File: config.mk
export PLATFORM = sky130hd
export DESIGN_NAME = mdio_master
export DESIGN_NICKNAME = d
export VERILOG_FILES = /design/src/rtl/mdio_master.sv
export SDC_FILE = /design/constraint.sdc
export NUM_CORES = 1
export LEC_CHECK = 0
export ABC_AREA = 1
export CAP_MARGIN = 20
export CORE_MARGIN = 2
export CORE_UTILIZATION = 43
export CTS_CLUSTER_SIZE = 10
export DETAILED_ROUTE_END_ITERATION = 10
export GPL_ROUTABILITY_DRIVEN = 1
export PLACE_DENSITY = 0.62
export SETUP_SLACK_MARGIN = 0.1
export SLEW_MARGIN = 10
export SYNTH_ARGS = -nofsm -noshare
export SYNTH_HDL_FRONTEND = slang
export SYNTH_SLANG_ARGS = --single-unit
File: constraint.sdc
create_clock -name clk -period 3.1 [get_ports clk]
set_input_delay 0.62 -clock clk [delete_from_list [all_inputs] [get_ports clk]]
set_output_delay 0.62 -clock clk [all_outputs]
set_load 0.01 [all_outputs]
File: src/rtl/mdio_master.sv
// mdio_master: Wishbone-fronted Clause 22 MDIO station that runs one register read or write per bus cycle.
module mdio_master #(
   parameter int CLK_DIV      = 2,
   parameter int PREAMBLE_LEN = 32
) (
   input  logic        clk,
   input  logic        rst_n,
   input  logic        cyc,
   input  logic        stb,
   input  logic        we,
   input  logic [4:0]  phyad,
   input  logic [4:0]  regad,
   input  logic [15:0] data_write,
   output logic        ack,
   output logic        err,
   output logic [15:0] data_read,
   output logic        mdc,
   output logic        mdo,
   output logic        mdo_oe,
   input  logic        mdi
);

   typedef enum logic [1:0] {IDLE, SHIFT, DONE} state_t;

   localparam logic [8:0] HALF = 9'(CLK_DIV - 1);
   localparam logic [8:0] FULL = 9'(2 * CLK_DIV - 1);
   localparam logic [6:0] OER  = 7'(PREAMBLE_LEN + 14);
   localparam logic [6:0] TA2  = 7'(PREAMBLE_LEN + 15);
   localparam logic [6:0] D0   = 7'(PREAMBLE_LEN + 16);
   localparam logic [6:0] LAST = 7'(PREAMBLE_LEN + 32);

   state_t      state, state_n;
   logic [8:0]  div, div_n;
   logic [6:0]  bitn, bitn_n;
   logic [64:0] sr, sr_n;
   logic        rd, rd_n, drop, drop_n, nophy, nophy_n;
   logic        ack_n, err_n, mdc_n, mdo_oe_n, mdi_m, mdi_s;
   logic [15:0] data_read_n;

   // sr holds the whole outgoing frame MSB first; its top bit is the wire value, and
   // reads pad TA/DATA with ones so mdo idles high while the PHY drives the line
   assign mdo = sr[64];

   always_ff @(posedge clk) begin
      if (!rst_n) begin
         state     <= IDLE;
         div       <= '0;
         bitn      <= '0;
         sr        <= '1;
         rd        <= 1'b0;
         drop      <= 1'b0;
         nophy     <= 1'b0;
         data_read <= '0;
         ack       <= 1'b0;
         err       <= 1'b0;
         mdc       <= 1'b0;
         mdo_oe    <= 1'b0;
         mdi_m     <= 1'b1;
         mdi_s     <= 1'b1;
      end else begin
         state     <= state_n;
         div       <= div_n;
         bitn      <= bitn_n;
         sr        <= sr_n;
         rd        <= rd_n;
         drop      <= drop_n;
         nophy     <= nophy_n;
         data_read <= data_read_n;
         ack       <= ack_n;
         err       <= err_n;
         mdc       <= mdc_n;
         mdo_oe    <= mdo_oe_n;
         mdi_m     <= mdi;
         mdi_s     <= mdi_m;
      end
   end

   always_comb begin
      state_n     = state;
      div_n       = div;
      bitn_n      = bitn;
      sr_n        = sr;
      rd_n        = rd;
      drop_n      = drop;
      nophy_n     = nophy;
      data_read_n = data_read;
      ack_n       = 1'b0;
      err_n       = 1'b0;
      mdc_n       = mdc;
      mdo_oe_n    = mdo_oe;
      if (state == IDLE) begin
         if (cyc && stb && !ack && !err) begin
            state_n     = SHIFT;
            div_n       = '0;
            bitn_n      = '0;
            rd_n        = !we;
            drop_n      = 1'b0;
            nophy_n     = 1'b0;
            data_read_n = '0;
            mdc_n       = 1'b0;
            mdo_oe_n    = 1'b1;
            sr_n        = {32'hFFFF_FFFF, 2'b01, we ? 2'b01 : 2'b10, phyad, regad,
                           we ? {2'b10, data_write} : 18'h3FFFF, 1'b1} << (32 - PREAMBLE_LEN);
         end
      end else if (state == SHIFT) begin
         drop_n = drop || !cyc;
         mdc_n  = (div == HALF) ? 1'b1 : mdc;
         div_n  = div + 9'd1;
         if (div == FULL) begin
            div_n    = '0;
            mdc_n    = 1'b0;
            nophy_n  = nophy || (rd && bitn == TA2 && mdi_s);
            data_read_n = (rd && bitn >= D0 && bitn < LAST) ? {data_read[14:0], mdi_s} : data_read;
            bitn_n   = bitn + 7'd1;
            sr_n     = {sr[63:0], 1'b1};
            mdo_oe_n = bitn_n < (rd ? OER : LAST);
            if (bitn == LAST) begin
               state_n  = drop_n ? IDLE : DONE;
               ack_n    = !drop_n && !(rd && nophy);
               err_n    = !drop_n && rd && nophy;
               sr_n     = '1;
               mdo_oe_n = 1'b0;
            end
         end
      end else begin
         state_n = IDLE;
      end
   end

endmodule

==> key figures <==
GRT
  • Largest net degree at the start of global routing: 63
  • Initial antenna violation count: 0
  • Vias in the first global route: 3,556
  • GRT Util Overall: 0.172
  • Total grt overflow: 0
  • First-pass GRT wire length: 16,400 microns

Power
  • Total Power: between 2 and 3 mW
  • P per Cell Area: 509 mW/mm^2
  • Peak VDD IR: between 0.0003 and 0.0004 V
  • LEAKAGE: roughly 2.1 nW

Placement
  • Final GP Congestion: between 0.8 and 0.9
  • PortBufs: 52
  • DP Worst Slack: 492 ps
  • Placed cell count: 768
  • Cell Area, Placed: 0.00524 sq mm
  • HPWL Detailed: approximately 6400 microns

Drt
  • 1st-iter DRT viols: between 200 and 250
  • Total wire length: a little under 10,000 microns
  • Vias/cell: 5.04
  • Initial DRT Pass Iterations: 4
  • Routed WL per cell: about 12 microns
  • ANT nets after route: 0
  • DR vias: about 4k
  • Drt drc: 0

Hold path
  • Hold Crit Class: flop to flop

Clocking
  • Clk buf depth: 2
  • H-tree depth: 3
  • Post-CTS setup buffers: 0
  • Clock latency on the worst-skew pair: around 380 ps
  • Cts hold-fix bufs: 0
  • Num CTS Buffers: 9
  • Post-CTS sizing: 0
  • Root buffer cell: clkbuf_8
  • CTS Sinks: between 100 and 150
  • Clock-pin slew on the worst setup and hold paths: 90 ps
  • CTS tree: yes

STA
  • Clk_skew: between 10 and 15 ps
  • Peak Freq: ~450 MHz
  • Setup violators final: 0
  • RSZ-0062 raised after global routing: no
  • Min Clock Period, post-route: around 2200 ps
  • Hold_ws: roughly 440 ps
  • Max-Slew Margin vs Limit: 0.353
  • Max Slew Vio Count: 0
  • Worst setup slack after layout: approximately 890 ps
  • Endpoints failing hold: 0
  • Final TNS setup: 0 ps
  • Worst-Margin Slew: between 900 and 1000 ps
  • Fin crit share: 0.714

Worst setup path
  • Crit-path cells: clkdlybuf4s50_1 > nand2_1 > inv_1 > nand3_4 > nand2_4 > nand2_4 > buf_4 > a21oi_1 > nand2_1
  • CP Capture Type: flop
  • Slowest-stage cell, CP: clkdlybuf4s50_1
  • Crit start category: primary input
  • Worst-path fanout max: 55
  • Slowest stage delay, CP: 480 ps
  • WP data required: ~3400 ps
  • WS Path Type: primary input to flop
  • Worst EP arrival: between 2000 and 2500 ps

Final layout
  • Non-Filler Instances: ~780
  • Layout net count: 679
  • Layout cells sized above 1: 0.110
  • Final core occ: 0.506
  • Synthesis-to-finish area growth: 15.2%
  • # diodes: 0
  • Fin area: about 0.0055 sq mm

Synth
  • Sequential share of the synthesized area: 0.451
  • Mapped Cells: about 600
  • Synth warn: 0
  • Synth Net Count: approximately 640
  • Mapped cell area: between 0.004 and 0.005 sq mm
  • Flops & latches, synth: 107
  • Cell variety after synth: 35
  • Mean Syn Cell Area: around 7.9 sq um

Floorplan
  • Ports: 53
  • Total core area: approximately 0.011 sq mm
  • Initial Util: 0.440
  • Chip height: 109 microns
  • Die area: between 0.01 and 0.015 sq mm
  • Die X: approximately 110 microns
  • Rows: 38

Run
  • Max Cap Violations: 0

Status
  • Outcome: completed
## layout by cell type, fill, tap and decap left out, drive strengths merged
master,count
o21ai,100
bufinv,2
a21oi,90
nor3,7
o22ai,5
or2,3
nand4,2
dfxtp,107
inv,56
a31oi,1
a41oi,1
ha,8
and3,1
nand2,130
xor2,6
nand3,14
nor2,40
clkinv,1
clkinvlp,2
clkdlybuf4s50,52
buf,7
clkbuf,9
## critical path: cells and delay by family
kind            cells  cell delay [ps]
buf+inv             3              930
simple gates        5              730
compound gates      1              180
## metal layers
metal  GRT usage  routed length, microns  part of all wire
met1       0.224                    4760              0.49
met2       0.276                    4330              0.45
met3      0.0406                     460             0.047
met4      0.0623                     146             0.015
met5           0                       0                 0
## flip-flops by register name, indices dropped and copies added, names as in the netlist
signal	count
div	9
mdo_oe	1
sr	64
mdi_m	1
err	1
mdi_s	1
bitn	7
data_read	16
nophy	1
state	2
mdc	1
rd	1
drop	1
ack	1
## where the power goes
part           total, mW  switching, mW  internal [mW]
clock              0.943          0.484          0.459
combinational      0.326          0.196          0.130
sequential          1.51         0.0460           1.47
## cells in the mapped netlist
library cell	count	share of area
buf_6	14	0.033
ha_1	8	0.021
nor2_1	35	0.028
inv_2	5	0.0040
nand3_2	1	0.0021
buf_1	6	0.0047
buf_4	2	0.0032
nand2_4	3	0.0071
nor3_1	5	0.0053
nand3_4	2	0.0074
dfxtp_1	107	0.45
clkbuf_1	6	0.0047
nor3_2	1	0.0021
nor2_4	4	0.0095
nor2_8	1	0.0042
buf_8	1	0.0032
nand4_4	1	0.0045
a31oi_1	1	0.0013
nand4_1	1	0.0013
inv_1	49	0.039
a41oi_1	1	0.0018
o21ai_1	24	0.025
or2_0	1	0.0013
or2_2	2	0.0026
nand3_1	11	0.012
a21oi_2	10	0.018
buf_2	6	0.0063
nand2_2	16	0.021
and3_1	1	0.0013
o22ai_1	5	0.0066
nand2_1	111	0.088
a21oi_1	80	0.084
o21ai_0	76	0.080
xor2_1	6	0.011
nor3_4	1	0.0034
## worst paths after layout
| check | from | to | slack (ps) | cells past startpoint |
|---|---|---|---|---|
| max | cyc | sr[57]$_SDFFE_PN1P_ | 890 | 9 |
| min | nophy$_SDFFE_PN0P_ | ack$_SDFF_PP0_ | 440 | 1 |
| max reg2reg | div[0]$_SDFFE_PN0P_ | sr[57]$_SDFFE_PN1P_ | 1010 | 9 |
| min reg2reg | nophy$_SDFFE_PN0P_ | ack$_SDFF_PP0_ | 440 | 1 |
## cell families after synthesis
kind of cell               Yosys count  synth area share
buffers and inverters               89            0.0981
AOI/OAI and AO/OA                  197             0.218
DFF                                107             0.451
xor gates and xnor gates             6            0.0111
and+or+nand+nor                    197             0.200
adders and majority gates            8            0.0211
## area by class of cell
cell class	instances	area, sq um
multi-input combinational	408	2140
inverter	54	203
clock inverter	7	97.6
clock buffer	9	124
sequential	107	2140
tap	140	175
timing repair buffer	59	586
fill	1060	5330
No activity file was read; power rests on OpenSTA's default activity.
